<file path="src/rtl/regfile_wb_sb_if.sv">
// Bundle for regfile_wb_sb: write-back port, load-issue/flush scoreboard
// controls, two read ports and status. The pipeline side uses "master";
// the register file uses "slave".
interface regfile_wb_sb_if #(
  parameter int DATA_W   = 16,
  parameter int NUM_REGS = 8,
  parameter int ADDR_W   = 3
);
  logic                wb_en;
  logic [ADDR_W-1:0]   wb_addr;
  logic [DATA_W-1:0]   wb_data;
  logic                wb_ld_sel;
  logic                ld_issue;
  logic [ADDR_W-1:0]   ld_issue_addr;
  logic                flush;
  logic [ADDR_W-1:0]   rs1_addr;
  logic [ADDR_W-1:0]   rs2_addr;
  logic [DATA_W-1:0]   rs1_data;
  logic [DATA_W-1:0]   rs2_data;
  logic                stall;
  logic [NUM_REGS-1:0] pending;
  logic                sb_err;

  modport master (
    output wb_en, wb_addr, wb_data, wb_ld_sel,
    output ld_issue, ld_issue_addr, flush,
    output rs1_addr, rs2_addr,
    input  rs1_data, rs2_data, stall, pending, sb_err
  );

  modport slave (
    input  wb_en, wb_addr, wb_data, wb_ld_sel,
    input  ld_issue, ld_issue_addr, flush,
    input  rs1_addr, rs2_addr,
    output rs1_data, rs2_data, stall, pending, sb_err
  );
endinterface

</file>
<file path="src/rtl/regfile_wb_sb.sv">
// regfile_wb_sb: write-back register file with a per-register load
// scoreboard. Two combinational read ports, one write port, and a sticky
// error flag for load write-backs that were never issued.
// Optional macro REG_BYPASS_EN: same-cycle write-through on the read ports
// and no stall on a register whose load is completing this cycle.
module regfile_wb_sb #(
  parameter int DATA_W   = 16,
  parameter int NUM_REGS = 8,
  parameter int ADDR_W   = 3
) (
  input logic             clk,
  input logic             rst_n,
  regfile_wb_sb_if.slave  bus
);

  logic [DATA_W-1:0]   regs_q [NUM_REGS];
  logic [DATA_W-1:0]   regs_d [NUM_REGS];
  logic [NUM_REGS-1:0] pend_q, pend_d;
  logic                err_q, err_d;

  logic [NUM_REGS-1:0] wr_sel, ld_clr, ld_set;
  logic [NUM_REGS-1:0] rs1_dec, rs2_dec;
  logic                unexpected_ld;

  // One-hot decode of an index; indices beyond NUM_REGS decode to all zero,
  // which makes out-of-range reads return 0 and writes/sets do nothing.
  function automatic logic [NUM_REGS-1:0] decode(input logic [ADDR_W-1:0] a);
    logic [NUM_REGS-1:0] d;
    d = '0;
    for (int i = 0; i < NUM_REGS; i++) begin
      d[i] = (a == ADDR_W'(i));
    end
    return d;
  endfunction

  // Per-register write, load-complete and load-issue select lines
  always_comb begin
    wr_sel  = bus.wb_en ? decode(bus.wb_addr) : '0;
    ld_clr  = bus.wb_ld_sel ? wr_sel : '0;
    ld_set  = bus.ld_issue ? decode(bus.ld_issue_addr) : '0;
    rs1_dec = decode(bus.rs1_addr);
    rs2_dec = decode(bus.rs2_addr);
  end

  // Next register contents: only the addressed register changes
  always_comb begin
    for (int i = 0; i < NUM_REGS; i++) begin
      regs_d[i] = wr_sel[i] ? bus.wb_data : regs_q[i];
    end
  end

  // Scoreboard next state: flush and load completion clear, issue sets last
  always_comb begin
    pend_d        = ld_set | (pend_q & ~ld_clr & {NUM_REGS{~bus.flush}});
    unexpected_ld = bus.wb_en && bus.wb_ld_sel && ((pend_q & ld_clr) == '0);
    err_d         = err_q | (unexpected_ld & ~bus.flush);
  end

  // State registers with asynchronous clear
  always_ff @(posedge clk or negedge rst_n) begin
    if (!rst_n) begin
      for (int i = 0; i < NUM_REGS; i++) begin
        regs_q[i] <= '0;
      end
      pend_q <= '0;
      err_q  <= 1'b0;
    end else begin
      for (int i = 0; i < NUM_REGS; i++) begin
        regs_q[i] <= regs_d[i];
      end
      pend_q <= pend_d;
      err_q  <= err_d;
    end
  end

  // Read ports, optionally forwarding the write in flight
  always_comb begin
    bus.rs1_data = '0;
    bus.rs2_data = '0;
    for (int i = 0; i < NUM_REGS; i++) begin
      if (rs1_dec[i]) bus.rs1_data = regs_q[i];
      if (rs2_dec[i]) bus.rs2_data = regs_q[i];
    end
`ifdef REG_BYPASS_EN
    if ((rs1_dec & wr_sel) != '0) bus.rs1_data = bus.wb_data;
    if ((rs2_dec & wr_sel) != '0) bus.rs2_data = bus.wb_data;
`endif
  end

  // Stall when either source is still waiting for its load
  always_comb begin
`ifdef REG_BYPASS_EN
    bus.stall = (((rs1_dec | rs2_dec) & pend_q & ~ld_clr) != '0);
`else
    bus.stall = (((rs1_dec | rs2_dec) & pend_q) != '0);
`endif
    bus.pending = pend_q;
    bus.sb_err  = err_q;
  end

endmodule

</file>
<file path="src/flat_wrapper.sv">
// flat-port wrapper written by rule: the top's interface ports become plain ports
module regfile_wb_sb_flat 
#(
  parameter int DATA_W   = 16,
  parameter int NUM_REGS = 8,
  parameter int ADDR_W   = 3
)
  (clk, rst_n, bus_wb_en, bus_wb_addr, bus_wb_data, bus_wb_ld_sel, bus_ld_issue, bus_ld_issue_addr, bus_flush, bus_rs1_addr, bus_rs2_addr, bus_rs1_data, bus_rs2_data, bus_stall, bus_pending, bus_sb_err);
  regfile_wb_sb_if #(.DATA_W(DATA_W), .NUM_REGS(NUM_REGS), .ADDR_W(ADDR_W)) bus_i ();
  input logic clk;
  input logic rst_n;
  input wire logic [$bits(bus_i.wb_en)-1:0] bus_wb_en;
  input wire logic [$bits(bus_i.wb_addr)-1:0] bus_wb_addr;
  input wire logic [$bits(bus_i.wb_data)-1:0] bus_wb_data;
  input wire logic [$bits(bus_i.wb_ld_sel)-1:0] bus_wb_ld_sel;
  input wire logic [$bits(bus_i.ld_issue)-1:0] bus_ld_issue;
  input wire logic [$bits(bus_i.ld_issue_addr)-1:0] bus_ld_issue_addr;
  input wire logic [$bits(bus_i.flush)-1:0] bus_flush;
  input wire logic [$bits(bus_i.rs1_addr)-1:0] bus_rs1_addr;
  input wire logic [$bits(bus_i.rs2_addr)-1:0] bus_rs2_addr;
  output wire logic [$bits(bus_i.rs1_data)-1:0] bus_rs1_data;
  output wire logic [$bits(bus_i.rs2_data)-1:0] bus_rs2_data;
  output wire logic [$bits(bus_i.stall)-1:0] bus_stall;
  output wire logic [$bits(bus_i.pending)-1:0] bus_pending;
  output wire logic [$bits(bus_i.sb_err)-1:0] bus_sb_err;
  assign bus_i.wb_en = bus_wb_en;
  assign bus_i.wb_addr = bus_wb_addr;
  assign bus_i.wb_data = bus_wb_data;
  assign bus_i.wb_ld_sel = bus_wb_ld_sel;
  assign bus_i.ld_issue = bus_ld_issue;
  assign bus_i.ld_issue_addr = bus_ld_issue_addr;
  assign bus_i.flush = bus_flush;
  assign bus_i.rs1_addr = bus_rs1_addr;
  assign bus_i.rs2_addr = bus_rs2_addr;
  assign bus_rs1_data = bus_i.rs1_data;
  assign bus_rs2_data = bus_i.rs2_data;
  assign bus_stall = bus_i.stall;
  assign bus_pending = bus_i.pending;
  assign bus_sb_err = bus_i.sb_err;
  regfile_wb_sb #(.DATA_W(DATA_W), .NUM_REGS(NUM_REGS), .ADDR_W(ADDR_W)) u_core (.clk(clk), .rst_n(rst_n), .bus(bus_i));
endmodule
</file>
<file path="config.mk">
export PLATFORM = sky130hd
export DESIGN_NAME = regfile_wb_sb_flat
export DESIGN_NICKNAME = d
export VERILOG_FILES = /design/src/rtl/regfile_wb_sb_if.sv /design/src/rtl/regfile_wb_sb.sv /design/src/flat_wrapper.sv
export SDC_FILE = /design/constraint.sdc
export NUM_CORES = 1
export LEC_CHECK = 0
export CELL_PAD_IN_SITES_DETAIL_PLACEMENT = 0
export CELL_PAD_IN_SITES_GLOBAL_PLACEMENT = 1
export CORE_MARGIN = 4
export CORE_UTILIZATION = 45
export DETAILED_ROUTE_END_ITERATION = 8
export HOLD_SLACK_MARGIN = 0.05
export MAX_ROUTING_LAYER = met4
export PLACE_DENSITY_LB_ADDON = 0.1
export SLEW_MARGIN = 20
export SYNTH_ARGS = -nofsm -noshare
export SYNTH_HDL_FRONTEND = slang
export SYNTH_SLANG_ARGS = --single-unit
</file>
<file path="constraint.sdc">
create_clock -name clk -period 3.8 [get_ports clk]
set_input_delay 0.95 -clock clk [delete_from_list [all_inputs] [get_ports clk]]
set_output_delay 0.95 -clock clk [all_outputs]
set_load 0.02 [all_outputs]
</file>
Word level (Yosys, flattened, before mapping):

Cells that the tools add are included.

* equality and inequality tests: 28
* muxes and demuxes: 19
* bitwise operators: 10
* reductions and logical operators: 8

Operators with widths (count)
* $mux 16: 16
* $eq 3x3->1 const B: 16
* $and 8x8->8: 4
* $eq 3x2->1 const B: 8
* $mux 8: 3
* $or 8x8->8: 2
* $eq 3x1->1 const B: 4
* $logic_not 3->1: 4
* $logic_not 8->1: 1
* $not 8->8: 1
* $reduce_bool 8->1: 1
* $logic_and 1x1->1: 2
* $and 1x1->1: 1
* $not 1->1: 1
* $or 1x1->1: 1

* register bits: 137
* input bits: 34
* word-level logic and storage cells: 75

Longest topological paths before layout:

Gate-level depths: netlist of the first run.

* word-level depth: 9
* mapped depth: 8
* depth with buffers taken out: 4

Worst setup path before layout of the first run:

Ideal clock, no wire load.

* path kind: input -> output
* from: in bus_rs2_addr[1]
* to: out bus_rs2_data[10]
* arrival: 2408 ps
* slack: 442 ps
* cell stages on the path: 6
* cells stage by stage: buf_2 -> and3b_1 -> clkbuf_1 -> clkbuf_1 -> a211oi_1 -> o21ai_0

* word-level cells in the longest chain between the ends: 9

Ends and longest elaborated chain
* start, declared: line flat_wrapper.sv:20 `input wire logic [$bits(bus_i.rs2_addr)-1:0] bus_rs2_addr;`
* $logic_not 3->1: line regfile_wb_sb.sv:31 `d[i] = (a == ADDR_W'(i));`
* $mux 16 (7 in a row): line regfile_wb_sb.sv:82 `if (rs2_dec[i]) bus.rs2_data = regs_q[i];`
* $mux 16 (*): line regfile_wb_sb.sv:82
* end, declared: line flat_wrapper.sv:22 `output wire logic [$bits(bus_i.rs2_data)-1:0] bus_rs2_data;`

Mark *: on every way between the ends. The rest lies on a longest branch, timed or not.

Worst setup path in the final report of the first run:

* from: in bus_rs2_addr[1]
* to: out bus_rs2_data[0]

The elaborated chain is that of the path after synthesis.

==> reports/metrics.cfg, run 1 <==
[logic_synthesis]
synth_enable_flop_cells = 0
yosys_warnings = 0
ys_async_sr_fraction = 1.000
synth_nets = 742
synth.top_cell.area_share = 0.4457
yosysMostFrequentCell = mux2_2
synthTopCellsByArea = dfrtp_1 45%, mux2_2 22%, mux2i_1 4.9%, nand2_1 4.1%, o21ai_0 2.8%
yosysUniqueCellTypes = 49
synth_area_mm2 = 0.007692
avgSynthCellArea_um2 = 10.86
syn_inst = 708
synth.largest_area_cell = dfrtp_1
ys_ff_latch = 137
synth_seq_area_share = 0.4457
synth.top_cells.by_count = 152 x mux2_2, 137 x dfrtp_1, 83 x nand2_1
yosys_most_used_dff = dfrtp_1

[worst_setup_path]
crit_slowest_cell = clkdlybuf4s50_1
crit_path_end_kind = output port
worstPathArrival_ns = 2.79
cp_max_fo = 6
critPathKind = in -> out
r2r_cells = 3
critical_path_depth = 7
worstPathRequired_ns = 2.85
crit_buf_inv = 3
startpoint_type = input port
crit_chain = clkdlybuf4s50_1 -> or2_2 -> buf_4 -> o22ai_1 -> a211oi_2 -> o21ai_0 -> dlygate4sd1_1
crit_family = buffers and inverters
slowest_delay_ns = 0.51

[placed_design]
gp_congestion = 0.8494
portBuffers = 75
dpl-instance-area_mm2 = 0.009154
placedCellCount = 1023
hpwl_um = 16230
placement.setup.worst_slack_ns = -0.2647

[detailed_routing]
via_per_inst = 5.963
dr.pass1.iters = 5
dr.first_iter.drc_count = 362
routed_wl_um = 23740
vias = 6285
wl_per_cell_um = 22.52
detail-route-antenna-nets = 0
drc = 0

[timing]
setup_viol = 0
period_needed_ns = 3.736
finalCritPeriodShare = 0.9832
tightest_slew_ns = 0.7670
slew_headroom = 0.4886
skew_ns = 0.0004882
final_max_slew_viol_count = 0
report.final.hold_viol_count = 0
setup_ws_ns = 0.06390
rsz0062_at_grt = no
fmax_ghz = 0.2677

[global_routing]
grt_max_degree = 56
grt-ovfl-total = 0
grt_pass1_wl_um = 37860
antenna_found_initial = 0
grt_pass1_vias = 6629
grt_util_all_layers = 0.2571

[finish]
nets = 856
drive_gt1_frac = 0.3453
final-seq-area_mm2 = 0.003428
final_area_mm2 = 0.009754
area_growth_pct = 26.81
finalNonFillerCells = 1054
fillers = 1412
multi_input_area_mm2 = 0.003998
antennaDiodeCount = 0

[power]
ir_drop_mv = 0.3261
power.density_mw_per_mm2 = 504.3
leakage_nw = 4.261

[floorplanning]
dieWidth_um = 138.7
row_count = 47
start_util = 0.4622
die_h_um = 138.7
die_area_mm2 = 0.01925
num_io_pins = 76
core-area_mm2 = 0.01664

[clocking]
htree_num_levels = 4
cts_setup_buffers = 0
cts_buffer_depth = 2
clk-insertion-delay-late_ns = 0.42
cts_made_buffers = 17
cts.clk_slew.worst_paths_ns = 0.06
root_buffer = clkbuf_16
cts_tree = yes
clkSinkCount = 137

[flow_run]
drv_cap = 0

[min_path]
min_delay_path_depth = 1
hold_path_class = reg -> reg

[run_status]
status = finished, final reports clean

-- power by group --
group          internal, W  total, W  switching, W
combinational     0.000625   0.00118      0.000560
sequential         0.00176   0.00202      0.000259
clock              0.00108   0.00171      0.000635
total              0.00347   0.00492       0.00145
-- worst paths after layout --
path                                            startpoint                         endpoint  slack (ns)
setup / recovery                           bus_rs2_addr[1]                  bus_rs2_data[0]        0.06
hold / removal                 u_core.bus.sb_err$_DFF_PN0_      u_core.bus.sb_err$_DFF_PN0_        0.47
setup reg to reg           u_core.bus.pending[3]$_DFF_PN0_      u_core.bus.sb_err$_DFF_PN0_        2.58
hold reg to reg                u_core.bus.sb_err$_DFF_PN0_      u_core.bus.sb_err$_DFF_PN0_        0.47
max in group asynchronous                            rst_n    u_core.regs_q[73]$_DFFE_PN0N_        2.44
min in group asynchronous                            rst_n  u_core.bus.pending[7]$_DFF_PN0_        0.59
-- cell families (layout without fill, tap and decap cells) --
family | count (synthesis) | after routing | synth area share
AOI/OAI and AO/OA | 161 | 161 | 0.1427
buffers and inverters | 60 | 186 | 0.03904
DFF | 137 | 137 | 0.4457
muxes | 191 | 191 | 0.2749
and+or+nand+nor | 159 | 159 | 0.09776
-- cell type report --
cell class                 instances  area share
timing repair buffer             151      0.1462
tap                              220     0.02822
clock inverter                    11     0.01488
inverter                           4    0.001539
multi-input combinational        511      0.4098
sequential                       137      0.3515
clock buffer                      20     0.04785
-- per-stage QoR --
stage                     utilization  setup TNS, ns  hold WS [ns]  power, W
final                          0.5861              0        0.4666  0.004919
after global routing           0.5861              0        0.4816  0.005163
after CTS                      0.5855              0        0.4734  0.004935
after detailed placement       0.5500         -6.414        0.4605  0.003263
after global placement         0.5500         -6.318        0.4487  0.003218
after floorplan                     -              0        0.4630  0.002742
-- what timing repair did --
action / in CTS / in global routing
hold buffers: 0 / 0
cloned: 0 / 0
setup endpoints to repair: 33 / 15
resized for setup: 37 / 31
-- sequential cells by signal (all words and copies together), names as in the netlist --
name and flops:
u_core.bus.sb_err 1, u_core.bus.pending 8, u_core.regs_q 128
-- cell usage in the layout, fill, tap and decap left out, drive strengths merged, types with 3 or more instances in the layout --
cell type and count:
nand4 3, dlygate4sd2 21, nand3b 3, o21ai 47
a211oi 16, a22oi 5, mux2 152, and3b 3
mux2i 38, buf 79, clkinvlp 3, nor2b 6
and3 3, nor3b 4, inv 5, bufinv 3
o211ai 3, a21oi 15, nand2b 5, clkdlybuf4s50 39
nand2 84, nor2 37, clkbuf 26, nand3 4
clkinv 4, o2bb2ai 16, o22ai 29, a221o 13
a32o 5, dfrtp 137, clkdlybuf4s15 3
-- routing by layer --
layer / vias up / part of all wire / GRT usage
met5: - / 0 / -
met4: 0 / 0.028 / 0.09475
met3: 51 / 0.061 / 0.05345
met2: 242 / 0.47 / 0.3949
met1: 3157 / 0.45 / 0.3393
li1: 2835 / - / -
Power figures use the tool's default switching activity.
==> inputs of run 2 (changes only) <==
--- a/config.mk
+++ b/config.mk
@@ -7,7 +7,6 @@
 export LEC_CHECK = 0
 export CELL_PAD_IN_SITES_DETAIL_PLACEMENT = 0
 export CELL_PAD_IN_SITES_GLOBAL_PLACEMENT = 1
-export CORE_MARGIN = 4
 export CORE_UTILIZATION = 45
 export DETAILED_ROUTE_END_ITERATION = 8
 export HOLD_SLACK_MARGIN = 0.05
==> run 2 against run 1 <==
Effect of this change: final cell count shrank 1.0%; critical path depth unchanged; die area fell by 8.5%; critical path type unchanged; clock power about the same; routed wire length stayed put; fmax fell by 0.27%.
==> reports/metrics.cfg, run 2 (synthesized netlist as in run 1, its figures left out) <==
[run_status]
status = finished, final reports clean  ; unchanged

[power]
power_w = 0.004916  ; was 0.004919 W
ir_drop_mv = 0.4419  ; was 0.3261 mV
power.density_mw_per_mm2 = 510.0  ; was 504.3 mW/mm^2
leakage_nw = 4.201  ; was 4.261 nW

[placed_design]
portBuffers = 75  ; unchanged
gp_congestion = 0.8419  ; was 0.8494
hpwl_um = 15700  ; was 16230 um
placement.setup.worst_slack_ns = -0.3079  ; was -0.2647 ns

[global_routing]
grt_pass1_vias = 6414  ; was 6629
top_usage_layer = met2  ; unchanged
use_met1 = 0.3754  ; was 0.3393
use_met3 = 0.04483  ; was 0.05345
grt_pass1_wl_um = 37120  ; was 37860 um
grt_util_all_layers = 0.2909  ; was 0.2571
grt-ovfl-total = 0  ; unchanged
grt_use_met2 = 0.4594  ; was 0.3949
grt_max_degree = 62  ; was 56
antenna_found_initial = 0  ; unchanged

[detailed_routing]
routed_wl_um = 23740  ; unchanged
via_per_inst = 5.998  ; was 5.963
dr.first_iter.drc_count = 409  ; was 362
dr.pass1.iters = 7  ; was 5
detail-route-antenna-nets = 0  ; unchanged
wl_per_cell_um = 22.76  ; was 22.52 um
drc = 0  ; unchanged
vias = 6256  ; was 6285

[floorplanning]
die_h_um = 132.7  ; was 138.7 um
die_area_mm2 = 0.01762  ; was 0.01925 mm^2
row_count = 47  ; unchanged
dieWidth_um = 132.7  ; was 138.7 um
start_util = 0.4622  ; unchanged
num_io_pins = 76  ; unchanged
core-area_mm2 = 0.01664  ; unchanged

[worst_setup_path]
startpoint_type = input port  ; unchanged
crit_path_end_kind = output port  ; unchanged
cp_max_fo = 7  ; was 6
worstPathRequired_ns = 2.85  ; about the same
critPathKind = in -> out  ; unchanged
worstPathArrival_ns = 2.80  ; was 2.79 ns

[finish]
largest_reg_flops = 128  ; unchanged
nets = 844  ; was 856
fillers = 1412  ; unchanged
drive_gt1_frac = 0.3305  ; was 0.3453
postLayoutCoreUtil = 0.5791  ; was 0.5861
layout_commonest_cell = mux2_2  ; unchanged
antennaDiodeCount = 0  ; unchanged
area_growth_pct = 25.29  ; was 26.81%
top_register = u_core.regs_q  ; unchanged
layout_common_cells = 152 x mux2_2, 137 x dfrtp_1, 83 x nand2_1  ; unchanged

[timing]
report.final.hold_viol_count = 0  ; unchanged
finalCritPeriodShare = 0.9859  ; was 0.9832
tightest_slew_ns = 0.7575  ; was 0.7670 ns
setup_viol = 0  ; unchanged
hold_slack_ns = 0.4691  ; was 0.4666 ns
slew_headroom = 0.4950  ; was 0.4886
final_max_slew_viol_count = 0  ; unchanged
fmax_ghz = 0.2669  ; was 0.2677 GHz
setup_ws_ns = 0.05363  ; was 0.06390 ns
period_needed_ns = 3.746  ; was 3.736 ns
skew_ns = 0.001445  ; was 0.0004882 ns

[clocking]
root_buffer = clkbuf_16  ; unchanged
cts.clk_slew.worst_paths_ns = 0.06  ; about the same
cts_made_buffers = 17  ; unchanged
cts_buffer_depth = 2  ; unchanged
clkSinkCount = 137  ; unchanged
postCtsHoldBufs = 0  ; unchanged
cts_setup_buffers = 0  ; unchanged
htree_num_levels = 4  ; unchanged
cts_tree = yes  ; unchanged
clk-insertion-delay-late_ns = 0.43  ; was 0.42 ns

[flow_run]
drv_cap = 0  ; unchanged

[min_path]
hold_path_class = reg -> reg  ; unchanged

==> run 2: timing repair <==
action                     CTS  global route
pin swaps                    0             0
hold endpoints to repair     0             0
gates resized for setup     33            22
setup endpoints to repair   31            15
==> run 2: area by class of cell <==
cell class / instances / area [um^2] / area share
well taps: 220 / 275.3 / 0.02856
clock inverters: 14 / 171.4 / 0.01779
flip-flops and latches: 137 / 3428 / 0.3557
repair buffers: 139 / 1308 / 0.1357
multi-input cells: 511 / 4001 / 0.4152
inverters: 4 / 15.01 / 0.001558
clock buffers: 18 / 439.2 / 0.04557
==> run 2: final timing paths <==
check | from | end | slack, ns | cells after the start
hold reg to reg | u_core.bus.sb_err$_DFF_PN0_ | u_core.bus.sb_err$_DFF_PN0_ | 0.47 | 1
setup / recovery | bus_rs2_addr[2] | bus_rs2_data[6] | 0.05 | 7
max in group asynchronous | rst_n | u_core.regs_q[6]$_DFFE_PN0N_ | 2.41 | 2
setup reg to reg | u_core.bus.pending[3]$_DFF_PN0_ | u_core.bus.sb_err$_DFF_PN0_ | 2.58 | 3
hold / removal | u_core.bus.sb_err$_DFF_PN0_ | u_core.bus.sb_err$_DFF_PN0_ | 0.47 | 1
min in group asynchronous | rst_n | u_core.bus.pending[7]$_DFF_PN0_ | 0.57 | 1
==> run 2: power by group <==
group / switching [W] / internal [W] / leakage (nW)
clock network: 0.000667 / 0.00105 / 0.293
registers: 0.000260 / 0.00176 / 1.66
logic: 0.000559 / 0.000618 / 2.25
==> run 2: per-layer routing <==
| layer | share of wire | wire length, um | vias up |
|---|---|---|---|
| met1 | 0.45 | 10750 | 3226 |
| met3 | 0.041 | 963 | 39 |
| li1 | - | - | 2818 |
| met5 | 0 | 0 | - |
| met2 | 0.48 | 11400 | 173 |
| met4 | 0.027 | 632 | 0 |
==> run 2: worst max-delay path, stage by stage <==
cell             delay, ns
clkdlybuf4s50_1       0.53
buf_4                 0.15
and3b_1               0.27
buf_4                 0.24
a211oi_1              0.10
o21ai_0               0.18
dlygate4sd2_1         0.36
==> run 2: per-stage QoR <==
| stage | cells | TNS (ns) | instance area (um^2) |
|---|---|---|---|
| floorplan | 708 | 0 | 7692 |
| global placement | 1011 | -4.960 | 9026 |
| detailed placement | 1011 | -5.140 | 9026 |
| CTS | 1043 | 0 | 9602 |
| global route | 1043 | -0.006845 | 9638 |
| finish | 1043 | 0 | 9638 |
==> inputs of run 3 (changes only) <==
--- a/config.mk
+++ b/config.mk
@@ -5,6 +5,7 @@
 export SDC_FILE = /design/constraint.sdc
 export NUM_CORES = 1
 export LEC_CHECK = 0
+export CAP_MARGIN = 30
 export CELL_PAD_IN_SITES_DETAIL_PLACEMENT = 0
 export CELL_PAD_IN_SITES_GLOBAL_PLACEMENT = 1
 export CORE_UTILIZATION = 45
@@ -12,6 +13,7 @@
 export HOLD_SLACK_MARGIN = 0.05
 export MAX_ROUTING_LAYER = met4
 export PLACE_DENSITY_LB_ADDON = 0.1
+export SETUP_SLACK_MARGIN = 0.15
 export SLEW_MARGIN = 20
 export SYNTH_ARGS = -nofsm -noshare
 export SYNTH_HDL_FRONTEND = slang
==> run 3 against run 2 <==
Effect of this change: sequential cell count stayed put; count of clock-buffer cells in the layout stayed put; fmax is 3.6% higher; global-route usage hardly changed; sequential power hardly changed; register-to-register slack hardly changed; via count hardly changed; critical path depth is 1 higher; clock power hardly changed; total power is 0.21% higher; die area stayed put; critical endpoint is now bus_rs2_data[13]; largest power group unchanged; highest routed layer unchanged.
==> reports/metrics.cfg, run 3 (synthesized netlist as in run 1, its figures left out) <==
[run_status]
status = finished, final reports clean  ; unchanged

[worst_setup_path]
critPathKind = in -> out  ; unchanged
startpoint_type = input port  ; unchanged
worstPathRequired_ns = 2.85  ; about the same
worstPathArrival_ns = 2.67  ; was 2.80 ns
r2r_start = u_core.bus.pending[3]$_DFF_PN0_  ; unchanged
rrSetupSlack_ns = 2.58  ; about the same
startpoint = bus_rs2_addr[2]  ; unchanged
r2r_cells = 3  ; unchanged
crit_path_end_kind = output port  ; unchanged
r2r-end = u_core.bus.sb_err$_DFF_PN0_  ; unchanged
cp_max_fo = 9  ; was 7

[finish]
finalNonFillerCells = 1043  ; unchanged
layout_common_cells = 152 x mux2_2, 137 x dfrtp_1, 83 x nand2_1  ; unchanged
top_register = u_core.regs_q  ; unchanged
area_growth_pct = 25.65  ; was 25.29%
nets = 844  ; unchanged
largest_reg_flops = 128  ; unchanged
layout_commonest_cell = mux2_2  ; unchanged
postLayoutCoreUtil = 0.5808  ; was 0.5791
antennaDiodeCount = 0  ; unchanged
drive_gt1_frac = 0.3560  ; was 0.3305

[power]
leakage_nw = 4.189  ; was 4.201 nW
combPwrFrac = 0.241  ; was 0.239
p_switching_w = 0.001491  ; was 0.001486 W
power.density_mw_per_mm2 = 509.6  ; was 510.0 mW/mm^2
seqPwrFrac = 0.411  ; about the same
internal_power_w = 0.003434  ; was 0.003429 W
clkPwrFrac = 0.348  ; was 0.349
switching_share = 0.3028  ; was 0.3024
ir_drop_mv = 0.4448  ; was 0.4419 mV

[floorplanning]
start_util = 0.4622  ; unchanged
row_count = 47  ; unchanged
num_io_pins = 76  ; unchanged
core-area_mm2 = 0.01664  ; unchanged
die_h_um = 132.7  ; unchanged
die_area_mm2 = 0.01762  ; unchanged
dieWidth_um = 132.7  ; unchanged

[global_routing]
top_usage_layer = met2  ; unchanged
grt_pass1_vias = 6401  ; was 6414
grt_pass1_wl_um = 37090  ; was 37120 um
use_met3 = 0.04598  ; was 0.04483
grt_util_all_layers = 0.2910  ; was 0.2909
grt_max_degree = 62  ; unchanged
grt-ovfl-total = 0  ; unchanged
antenna_found_initial = 0  ; unchanged
grt_use_met2 = 0.4640  ; was 0.4594
use_met1 = 0.3732  ; was 0.3754

[detailed_routing]
drc = 0  ; unchanged
routed_wl_um = 23710  ; was 23740 um
detail-route-antenna-nets = 0  ; unchanged
dr.pass1.iters = 5  ; was 7
vias = 6260  ; was 6256
wl_per_cell_um = 22.73  ; was 22.76 um
via_per_inst = 6.002  ; was 5.998
dr.first_iter.drc_count = 406  ; was 409

[min_path]
min_delay_path_depth = 1  ; unchanged
hold_end = u_core.bus.sb_err$_DFF_PN0_  ; unchanged
hold_path.startpoint = u_core.bus.sb_err$_DFF_PN0_  ; unchanged
hold_path_class = reg -> reg  ; unchanged

[placed_design]
placedCellCount = 1011  ; unchanged
portBuffers = 75  ; unchanged
gp_congestion = 0.8419  ; unchanged
hpwl_um = 15700  ; unchanged

[timing]
final_max_slew_viol_count = 0  ; unchanged
slew_headroom = 0.4944  ; was 0.4950
setup_viol = 0  ; unchanged
skew_ns = 0.001996  ; was 0.001445 ns
finalCritPeriodShare = 0.9521  ; was 0.9859
tightest_slew_ns = 0.7584  ; was 0.7575 ns
period_needed_ns = 3.618  ; was 3.746 ns
rsz0062_at_grt = no
fmax_ghz = 0.2764  ; was 0.2669 GHz
report.final.hold_viol_count = 0  ; unchanged

[clocking]
cts.clk_slew.worst_paths_ns = 0.06  ; about the same
cts_tree = yes  ; unchanged
htree_num_levels = 4  ; unchanged
root_buffer = clkbuf_16  ; unchanged
cts_buffer_depth = 2  ; unchanged
cts_setup_buffers = 0  ; unchanged
cts_made_buffers = 17  ; unchanged
clk-insertion-delay-late_ns = 0.43  ; about the same
clkSinkCount = 137  ; unchanged

[flow_run]
drv_cap = 0  ; unchanged

-- run 3: how the worst max path moves through the flow --
stage / cells past startpoint / to
finish: 8 / bus_rs2_data[13]
global route: 8 / bus_rs2_data[10]
CTS: 7 / bus_rs2_data[1]
detailed placement: 9 / bus_rs2_data[7]
global placement: 9 / bus_rs2_data[7]
floorplan: 6 / bus_rs2_data[10]
-- run 3: power by group through the flow --
| stage | logic, W | clock network [W] | registers, W |
|---|---|---|---|
| floorplan | 0.000783 | 0 | 0.00196 |
| global placement | 0.00119 | 0 | 0.00201 |
| detailed placement | 0.00121 | 0 | 0.00203 |
| CTS | 0.00119 | 0.00175 | 0.00201 |
| global route | 0.00128 | 0.00181 | 0.00206 |
| finish | 0.00119 | 0.00172 | 0.00202 |
-- run 3: metrics by stage --
stage	area, um^2	total power, W	TNS (ns)	hold slack (ns)	setup WS [ns]
after global placement	9026	0.003201	-4.960	0.4528	-0.2955
after global routing	9666	0.005154	0	0.5074	0.1508
after floorplan	7692	0.002742	0	0.4630	0.4418
final	9666	0.004926	0	0.4691	0.1822
after detailed placement	9026	0.003248	-5.140	0.4583	-0.3079
after CTS	9688	0.004957	0	0.4720	0.1299
-- run 3: final cells by class --
type | count | area [um^2]
fill | 1410 | 6977
sequential | 137 | 3428
clock buffer | 18 | 439.2
clock inverter | 14 | 171.4
multi-input combinational | 511 | 4045
tap | 220 | 275.3
timing repair buffer | 139 | 1291
inverter | 4 | 15.01
-- run 3: metal layers --
layer | wire length, um | share of wire | vias to the layer above
li1 | - | - | 2825
met1 | 10740 | 0.45 | 3233
met2 | 11440 | 0.48 | 163
met3 | 955 | 0.040 | 39
met4 | 578 | 0.024 | 0
met5 | 0 | 0 | -
-- run 3: critical path, stage by stage --
cell and delay [ns]:
clkdlybuf4s50_1 0.52, buf_4 0.15, buf_4 0.14, and3_1 0.22
buf_4 0.23, nand2_1 0.07, o21ai_1 0.07, clkdlybuf4s15_1 0.31
-- run 3: repair_timing --
action / in CTS / in global routing
resized for setup: 84 / 22
pin swaps: 3 / 0
hold endpoints to repair: 0 / 0
endpoints found under the setup margin: 33 / 16
hold buffers: 0 / 0
==> RTL edit, RTL diff (settings of run 3) <==
Make the reset (`rst_n`) synchronous in one clocked block. Comments in the files are not updated.
--- a/src/rtl/regfile_wb_sb.sv
+++ b/src/rtl/regfile_wb_sb.sv
@@ -57,7 +57,7 @@
   end
 
   // State registers with asynchronous clear
-  always_ff @(posedge clk or negedge rst_n) begin
+  always_ff @(posedge clk) begin
     if (!rst_n) begin
       for (int i = 0; i < NUM_REGS; i++) begin
         regs_q[i] <= '0;
Formal check against the unedited RTL: differs if rst_n is asserted again (counterexample within 4 cycles, from zero or initial values and one cycle with rst_n low); with rst_n held inactive, the same outputs for 4 cycles.
==> RTL edit against run 3 <==
  * Hold slack got worse by 0.00094 ns
  * First-iteration DRC count is 49% higher
  * Highest routed layer unchanged
  * Critical endpoint unchanged
  * Clock skew is 0.0013 ns lower
  * Routed wire length grew 12%
  * Sequential cell count stayed put
  * Register-to-register slack improved by 0.08 ns
  * Design area is 2.9% lower
  * Setup slack improved by 0.017 ns
  * Synthesized area is 0.49% higher
Power is not compared: it rests on default switching activity, and its combinational part moved more than twofold at a synthesized area within 25%.
==> RTL edit: results (changes against run 3) <==
- Run status: complete, no violations
- GR met1 Demand/Resource: 42.8% (+5.5 points)
- Met3 Track Usage GR: 4.75% (+0.15 points)
- Number of setup buffers added after CTS: 0 (unchanged)
- Root Driver: clkbuf_16
- R2r startpoint: u_core.bus.pending[3]
- Routing usage on met2: 48.9% (+2.5 points)
- Yosys cell types: 44 (-10%)
- Via count: 7285 (+16%)
- Pin count of the biggest net entering global routing: 80 (+29%)
- Detailed placement HPWL: 17.9 mm (+14%)
- Biggest area consumer among synthesized cells: dfxtp_1
- Reg with most FFs: u_core.regs_q
- Worst setup startpoint: bus_rs2_addr[1]
- Max reg flops: 128 (unchanged)
- Actual slew at the worst max-slew pin: 0.845 ns (+0.0864 ns)
- Clock Tree Buf Depth: 2 (unchanged)
- Synth area leaders: dfxtp_1 (35%), nand2_1 (15%), a21boi_0 (11%)
- CTS H-tree lvls: 4 (unchanged)
- RD Place Congestion: 0.858 (+1.9%)
- Clock-pin slew on the worst setup and hold paths: 0.06 ns (about the same)
- Worst hold path class: register to register
- First-pass GRT wire length: 41.2 mm (+11%)
- Crit path max fanout: 12 (+3)
- P_sw: 0.983 mW
- Seq/Total Area, Yosys: 35.5% (-9.1 points)
- Port bufs: 75 (unchanged)
- Worst Setup EP: bus_rs2_data[13]
- R2r worst-path depth: 5 (+2)
- Placed Cells: 1236 (+22%)
- Clock Latency Late Sink: 0.43 ns (about the same)
- R2r setup slk: 2.66 ns (+0.08 ns)
- NumNets Final: 1069 (+27%)
- Initial DRT Pass Iterations: 5 (unchanged)
- Post-synth top cells: nand2_1 (314), dfxtp_1 (137), a21boi_0 (116)
- Mean post-synth cell area: 8.01 sq um (-26%)
- Crit path arrival time: 2.65 ns (-0.02 ns)
- Top FF cell, synth: dfxtp_1
- Initial DRC Count: 603 (+49%)
- Layout cell share with drive strength beyond 1: 16.5% (-19 points)
- Peak VDD IR: 363 uV
- Fin Clk Skew: 0.000739 ns (-0.00126 ns)
- FFs w/ async S/R, synth: 0% (-100 points)
- ANT cells: 0 (unchanged)
- Per-cell routed wire length: 21.1 um (-7.4%)
- Number of global-route vias before repair: 6768 (+5.7%)
- Final setup viols: 0 (unchanged)
- Reg-to-Reg End: u_core.bus.sb_err
- Initial antenna violation count: 0 (unchanged)
- Total GRT Usage: 31.7% (+2.6 points)
- Leakage power: 3.47 nW
- Non-Filler Instances: 1266 (+21%)
- Syn Nets: 999 (+35%)
- Yosys warns: 0 (unchanged)
[RTL edit: power by group through the flow]
stage / Clock, mW / Combinational (mW) / Sequential, mW
after CTS: 1.62 / 0.530 / 1.49
after detailed placement: 0 / 0.549 / 1.53
after global routing: 1.69 / 0.563 / 1.50
final: 1.60 / 0.530 / 1.49
after global placement: 0 / 0.549 / 1.52
after floorplan: 0 / 0.311 / 1.52
[RTL edit: worst min-delay path by stage]
stage / from / end / slack (ns) / depth (start not counted)
2_1_floorplan: u_core.regs_q[0][56] / u_core.regs_q[0][56] / 0.44 / 2
3_3_place_gp: u_core.bus.sb_err / u_core.bus.sb_err / 0.45 / 1
3_5_place_dp: u_core.bus.sb_err / u_core.bus.sb_err / 0.46 / 1
4_1_cts: u_core.regs_q[0][5] / u_core.regs_q[0][5] / 0.47 / 2
5_1_grt: u_core.regs_q[0][5] / u_core.regs_q[0][5] / 0.49 / 2
6_report: u_core.bus.sb_err / u_core.bus.sb_err / 0.47 / 1
[RTL edit: logic make-up (layout without fill, tap and decap cells)]
group,after synthesis,after routing,synth area share (%)
mux,79,79,13.3
flops,137,137,35.5
compound gates,272,272,23.7
buf+inv,89,170,6.47
simple gates,388,388,21.0
[RTL edit: critical path, stage by stage]
cell and delay (ns):
clkdlybuf4s50_1 0.49, buf_6 0.17, nand3_1 0.15, buf_12 0.20, o22ai_1 0.16, a21oi_1 0.06, buf_4 0.15, dlygate4sd2_1 0.33
[RTL edit: final cells by class]
class / count / area [sq um]
well taps: 220 / 275
clock inverters: 12 / 130
inverters: 2 / 7.51
multi-input cells: 739 / 4490
repair buffers: 138 / 1310
fillers: 1630 / 7320
clock buffers: 18 / 429
flip-flops and latches: 137 / 2740
[RTL edit: what timing repair did]
item | CTS | global route
pin swaps | 0 | 2
setup endpoints to repair | 33 | 16
endpoints found under the hold margin | 0 | 0
resized for setup | 36 | 31
[RTL edit: stage by stage]
stage | util, % | worst slack (ns) | area [sq um]
floorplan | - | 0.723 | 7730
global placement | 53.4 | -0.174 | 8910
detailed placement | 53.4 | -0.187 | 8910
CTS | 56.5 | 0.0974 | 9440
global route | 56.2 | 0.0827 | 9380
finish | 56.2 | 0.199 | 9380
[RTL edit: per-layer routing]
metal  routed length, um  part of all wire [%]
met1               12100                    45
met2               12600                    47
met3                1540                   5.8
met4                 510                   1.9
met5                   0                     0
